===== config.mk =====
export PLATFORM = sky130hd
export DESIGN_NAME = full_adder_unit
export DESIGN_NICKNAME = d
export VERILOG_FILES = /design/src/rtl/full_adder_unit_pkg.sv /design/src/rtl/full_adder_unit_fa_cell.sv /design/src/rtl/full_adder_unit.sv
export SDC_FILE = /design/constraint.sdc
export NUM_CORES = 1
export LEC_CHECK = 0
export BUFFER_PORTS_ARGS = -buffer_cell sky130_fd_sc_hd__buf_4
export CAP_MARGIN = 25
export CORE_AREA = 2 2 39 41
export DETAILED_ROUTE_END_ITERATION = 16
export DIE_AREA = 0 0 41 43
export SYNTH_ARGS = -nofsm -noshare
export SYNTH_HDL_FRONTEND = slang
export SYNTH_SLANG_ARGS = --single-unit

===== constraint.sdc =====
create_clock -name clk -period 1.2 [get_ports clk]
set_clock_uncertainty 0.15 [all_clocks]
set_input_delay 0.12 -clock clk [delete_from_list [all_inputs] [get_ports clk]]
set_output_delay 0.12 -clock clk [all_outputs]
set_load 0.02 [all_outputs]

===== src/rtl/full_adder_unit_pkg.sv =====
// -----------------------------------------------------------------------------
// full_adder_unit_pkg
//   Shared constants and helpers for the registered full adder.
//   - RST_BIT / reset value for every output register
//   - MIN_WIDTH: smallest legal operand width
//   - fa_sum / fa_carry: single-bit full-adder equations, used by fa_cell so
//     the per-bit function lives in exactly one place
// -----------------------------------------------------------------------------
package full_adder_unit_pkg;

  localparam int unsigned MIN_WIDTH = 1;
  localparam logic        RST_BIT   = 1'b0;

  function automatic logic fa_sum(input logic a, input logic b, input logic c);
    return a ^ b ^ c;
  endfunction

  function automatic logic fa_carry(input logic a, input logic b, input logic c);
    return (a & b) | (c & (a ^ b));
  endfunction

endpackage


===== src/rtl/full_adder_unit_fa_cell.sv =====
// -----------------------------------------------------------------------------
// fa_cell
//   Purely combinational 1-bit full adder; one ripple stage of full_adder_unit.
//   Ports:
//     a, b  : operand bits
//     cin   : carry into this bit
//     s     : sum bit
//     cout  : carry out of this bit
// -----------------------------------------------------------------------------
module fa_cell
  import full_adder_unit_pkg::*;
(
  input  logic a,
  input  logic b,
  input  logic cin,
  output logic s,
  output logic cout
);

  assign s    = fa_sum(a, b, cin);
  assign cout = fa_carry(a, b, cin);

endmodule


===== src/rtl/full_adder_unit.sv =====
// -----------------------------------------------------------------------------
// full_adder_unit
//   Registered ripple-carry adder: {cout, s} = a + b + cin (unsigned).
//   Result is captured on the clock edge where in_valid is high and shows up
//   one cycle later with out_valid asserted for that cycle. Between results
//   s/cout hold their last value.
//   Ports:
//     clk, rst_n : rising-edge clock, asynchronous active-low reset
//     in_valid   : a/b/cin valid this cycle
//     a, b       : WIDTH-bit operands
//     cin        : carry into bit 0
//     out_valid  : s/cout carry a fresh result this cycle
//     s          : registered WIDTH-bit sum
//     cout       : registered carry out of bit WIDTH-1
// -----------------------------------------------------------------------------
module full_adder_unit
  import full_adder_unit_pkg::*;
#(
  parameter int WIDTH = 1
) (
  input  logic             clk,
  input  logic             rst_n,
  input  logic             in_valid,
  input  logic [WIDTH-1:0] a,
  input  logic [WIDTH-1:0] b,
  input  logic             cin,
  output logic             out_valid,
  output logic [WIDTH-1:0] s,
  output logic             cout
);

  if (WIDTH < int'(MIN_WIDTH)) begin : g_width_check
    $error("full_adder_unit: WIDTH must be at least 1");
  end

  logic [WIDTH:0]   carry;
  logic [WIDTH-1:0] sum_comb;

  assign carry[0] = cin;

  for (genvar i = 0; i < WIDTH; i++) begin : g_cell
    fa_cell u_cell (
      .a    (a[i]),
      .b    (b[i]),
      .cin  (carry[i]),
      .s    (sum_comb[i]),
      .cout (carry[i+1])
    );
  end

  // The data registers only load on in_valid, so X on idle operands never
  // reaches the outputs.
  always_ff @(posedge clk or negedge rst_n) begin
    if (!rst_n) begin
      s         <= {WIDTH{RST_BIT}};
      cout      <= RST_BIT;
      out_valid <= RST_BIT;
    end else begin
      out_valid <= in_valid;
      if (in_valid) begin
        s    <= sum_comb;
        cout <= carry[WIDTH];
      end
    end
  end

endmodule


==> metrics.txt, run 1 <==
dpl ws=-0.03194 ns; total iterations of the first detailed-routing run=2; DR vias=108; Yosys top cell area share=63.83%; R2R Path End=s; Tightest Pin Transition=0.07441 ns; sequential area share after synthesis=63.83%; initial drt markers=1; vias in the first global route=146; #FFs+latches synth=3; library cells used by synthesis=3; EDFF count, synth=0; hpwl dp=250.5 um; largest area contributor in the netlist=dfrtp_1; Port Buffers=8; CTS Hold Buffers Added=2; initial antenna violation count=0; largest net degree at the start of global routing=4; num rows=14; final wirelength=289 um; ys flop type=dfrtp_1; setup bufs post-CTS=0; Critical Path AT=1.07 ns; Critical Path Source=in_valid; Power Density=1514 nW/um2; clk buf depth=2; Mapped Nets=13; Crit. End Element=flop; I/O Pins=9; ANT nets after route=0; top cells by count, synth=3 x dfrtp_1, 2 x mux2_2, 1 x fa_1; DR top layer=met3; Met1 Wirelength=103 um; die width=41 um; Worst Reg2Reg Path Length in Cells=1; final worst path period share=92.55%; final instance area=244.0 um2; Setup-failing EPs final=0; final slew viol count=0; WS Path Type=primary input to flop; layout cells sized above 1=65.00%; Design Power=0.3694 mW; outcome=finished, final reports clean; Netlist Area Pre-Place=117.6 um2; DRC violations left=0; clk_lat worst skew=0.23 ns; Slew Limit Headroom=95.02%; die area=1763 um2; RSZ-0062 raised after global routing=no; CTS Buf Count=3; YS warnings=0; final hold vios=0; top cells by area, synth=dfrtp_1 64%, mux2_2 19%, fa_1 17%; Area Overhead vs Synth=107.4%; max cap viols=0; post_cts resized=0; H-tree Lvls=1; syn_area_per_cell=19.60 um2; Final WS setup=0.08935 ns; Wirelength per Cell=8.028 um; clock tree from TritonCTS=yes; ant diodes=0; LEAKAGE=0.1120 nW; Vias/cell=3.000; Fmax=900.4 MHz; count leader, synth=dfrtp_1; min Tclk post-route=1.111 ns; CP Max Fanout=3; Global Route Usage Sum=5.242%; GR Overflow Total=0; flop2flop setup slack=0.31 ns; CTS root buffer=clkbuf_4; Nets=28; met2 WL=111 um; Area after DPL=197.7 um2; hold slack=0.07788 ns; Clock transition at path regs=0.04 ns; Critical Path RT=1.16 ns; Initial Util=8.499%; Peak VDD IR=0.0004346 V; global-route wire length before repair=558 um; Gate Count Post-Synth=6; GPL Wtd Cong=0.5646; Setup crit start kind=primary input; core box area=1384 um2; met3 routed WL=74 um; reg2reg start=s; CP Capture Point=s; Clock Sinks=3; Die Y=43 um; Hold Path Class=primary input to async pin; fraction of registers with async set/reset=100.0%
## stage by stage
| stage | utilization (%) | setup TNS (ns) | std cells |
|---|---|---|---|
| 4_1_cts | 17.63 | 0 | 36 |
| 5_1_grt | 17.63 | 0 | 36 |
| 2_1_floorplan | - | 0 | 6 |
| 3_5_place_dp | 14.29 | -0.03194 | 30 |
| 3_3_place_gp | 14.29 | -0.01507 | 30 |
| 6_report | 17.63 | 0 | 36 |
## worst max-delay path, cell delays in order
cell and delay (ns):
dlygate4sd3_1 0.52, buf_4 0.11, mux2_2 0.32
## sequential cells by signal, indices dropped and copies added (netlist names)
register   count
s              1
cout           1
out_valid      1
## how the worst min path moves through the flow
stage	cells past startpoint	end	from	slack (ns)
6_report	2	s	rst_n	0.08
5_1_grt	2	s	rst_n	0.09
4_1_cts	2	s	rst_n	0.08
3_5_place_dp	1	s	rst_n	-0.24
3_3_place_gp	1	out_valid	rst_n	-0.24
2_1_floorplan	0	cout	rst_n	-0.33
## routing by layer
layer  vias up  global-route usage (%)
li1         47                       -
met5         -                       0
met2         9                   6.563
met1        52                   4.560
met3         0                   5.759
met4         0                   4.000
## report_power, final
group / internal [mW] / switching (mW)
Sequential: 0.115 / 0.00611
Clock: 0.124 / 0.0489
Combinational: 0.0414 / 0.0342
Total: 0.280 / 0.0892
## cell type report
| class | count | area [um2] |
|---|---|---|
| Clock buffer | 4 | 26.28 |
| Timing Repair Buffer | 10 | 80.08 |
| Tap cell | 16 | 20.02 |
| Fill cell | 152 | 1140 |
| Sequential cell | 3 | 75.07 |
| Multi-Input combinational cell | 3 | 42.54 |
## cells in the final DEF (no fill, tap or decap)
master,netlist,final
dlygate4sd3_1,0,2
clkbuf_4,0,3
dfrtp_1,3,3
fa_1,1,1
mux2_2,2,2
clkbuf_1,0,1
buf_4,0,8
## kinds of logic (layout without fill, tap and decap cells)
logic type  after synthesis  in the layout  synth area share, %
buf+inv                   0             14                    0
flops                     3              3                63.83
fa+ha+maj                 1              1                17.02
mux                       2              2                19.15
(Power assumes the default switching activity.)
==> inputs of run 2 (changes only) <==
==> constraint.sdc (replaced) <==
create_clock -name clk -period 0.95 [get_ports clk]
set_clock_uncertainty 0.15 [all_clocks]
set_input_delay 0.095 -clock clk [delete_from_list [all_inputs] [get_ports clk]]
set_output_delay 0.095 -clock clk [all_outputs]
set_load 0.02 [all_outputs]
==> metrics.txt, run 2 (synthesized netlist as in run 1, its figures left out) <==
Top delay family on crit path=flip-flops; core box area=1384 um2 (unchanged); Wirelength per Cell=8.629 um (+7.5%); Clock Sinks=3 (unchanged); LEAKAGE=0.1195 nW (+6.7%); Vias/cell=2.914 (-2.9%); RSZ-0062 raised after global routing=yes; Area Overhead vs Synth=121.3%; crit-path max cell delay=0.40 ns (-0.12 ns); clk buf depth=2 (unchanged); Port Buffers=8 (unchanged); Initial Util=8.499% (unchanged); max cap viols=0 (unchanged); clk_lat worst skew=0.23 ns (about the same); ANT nets after route=0 (unchanged); Setup TNS=-0.1374 ns (-0.1374 ns); Global Route Usage Sum=5.237% (-0.0053 points); hold slack=-0.1387 ns (-0.2165 ns); Hold Path Class=primary input to flop; die area=1763 um2 (unchanged); clock network power share=44.5% (-2.4 points); Power Density=1877 nW/um2 (+24%); GR Overflow Total=0 (unchanged); Crit. End Element=output pin; CP Max Fanout=2 (-1); reg2reg start=cout; Worst Min Path Start=in_valid; total iterations of the first detailed-routing run=1 (-1); Nets=27 (-3.6%); initial drt markers=0 (-1); ant diodes=0 (unchanged); DR vias=102 (-5.6%); Final WS setup=-0.06196 ns (-0.1513 ns); final hold vios=1 (+1); CP Cell Sequence=buf_6; Fmax=988.2 MHz; most frequent cells in the layout=4 x buf_4, 4 x buf_6, 3 x clkbuf_4; global-route wire length before repair=496 um (-11%); Slew Limit Headroom=92.81% (-2.2 points); vias in the first global route=121 (-17%); Critical Path RT=0.70 ns (-0.46 ns); failing checks=hold timing, setup timing; clock tree from TritonCTS=yes; Clock transition at path regs=0.03 ns (about the same); min Tclk post-route=1.012 ns; Largest regs=cout (1), out_valid (1), s (1); CTS root buffer=clkbuf_4; DRC violations left=0 (unchanged); Buf+Inv Stages, Crit Path=1 (-1); final wirelength=302 um (+4.5%); CTS Buf Count=3 (unchanged); I/O Pins=9 (unchanged); setup bufs post-CTS=0 (unchanged); Sw Ratio=23.82% (-0.31 points); Switching Power=0.1164 mW (+31%); final slew viol count=0 (unchanged); Layout fillers=153 (+0.66%); cell internal pwr=0.3721 mW (+33%); Tightest Pin Transition=0.1078 ns (+0.03340 ns); Peak VDD IR=0.0005330 V (+23%); layout cells sized above 1=78.95% (+14 points); CTS Hold Buffers Added=1 (-1); initial antenna violation count=0 (unchanged); largest net degree at the start of global routing=4 (unchanged); Critical Path Source=cout; die width=41 um (unchanged); GPL Wtd Cong=0.5473 (-3.1%); slowest stage cell on the critical path=dfrtp_2; H-tree Lvls=1 (unchanged); Comb pwr share=23.0% (+2.6 points); Setup-failing EPs final=3 (+3); final worst path period share=106.5%; register share of total power=32.5% (about the same); Die Y=43 um (unchanged); Critical Path AT=0.77 ns (-0.30 ns); outcome=finished, violations left; num rows=14 (unchanged); WS Path Type=flop to output pin; Setup crit start kind=flop
[run 2: cell count changes in the layout (fill, tap and decap cells not counted), sizes merged]
cell / change
dlygate4sd3: -1
[run 2: worst paths after layout]
path | to | slack (ns) | depth (start not counted)
worst min-delay path | out_valid | -0.14 | 1
max in group asynchronous | cout | 0.49 | 2
min in group asynchronous | s | 0.06 | 2
worst min register to register | cout | 0.39 | 1
worst max-delay path | cout | -0.06 | 1
worst max register to register | cout | 0.01 | 1
[run 2: area by class of cell]
cell class / count / area (um2) / share of cell area (%)
timing repair buffer: 9 / 85.08 / 32.69
clock buffer: 4 / 26.28 / 10.10
multi-input combinational: 3 / 52.55 / 20.19
tap: 16 / 20.02 / 7.692
sequential: 3 / 76.32 / 29.33
[run 2: through the flow]
stage	total power, mW	setup WS [ns]	cell area [um2]	std cells	utilization, %
5_1_grt	0.5312	-0.09792	260.3	35	18.81
2_1_floorplan	0.1955	-0.1011	125.1	6	-
3_5_place_dp	0.2503	-0.2385	205.2	30	14.83
4_1_cts	0.4963	-0.07155	252.7	35	18.26
3_3_place_gp	0.2456	-0.2269	205.2	30	14.83
6_report	0.4885	-0.06196	260.3	35	18.81
[run 2: routing by layer]
layer	GRT usage, %	vias to the layer above	share of wire (%)
met2	5.000	9	42
met5	0	-	0
li1	-	45	-
met1	5.844	48	47
met4	8.000	0	0
met3	3.141	0	10
[run 2: power groups by stage]
stage | Sequential [mW] | Combinational (mW) | Clock, mW
6_report | 0.159 | 0.112 | 0.217
3_5_place_dp | 0.158 | 0.0927 | 0
5_1_grt | 0.162 | 0.122 | 0.248
4_1_cts | 0.159 | 0.106 | 0.231
3_3_place_gp | 0.155 | 0.0908 | 0
2_1_floorplan | 0.175 | 0.0205 | 0
[run 2: timing repair]
item	4_1_cts	5_1_grt
endpoints found under the hold margin	6	2
cloned	0	0
pin swaps	0	1
setup endpoints to repair	3	5
gates resized for setup	3	2
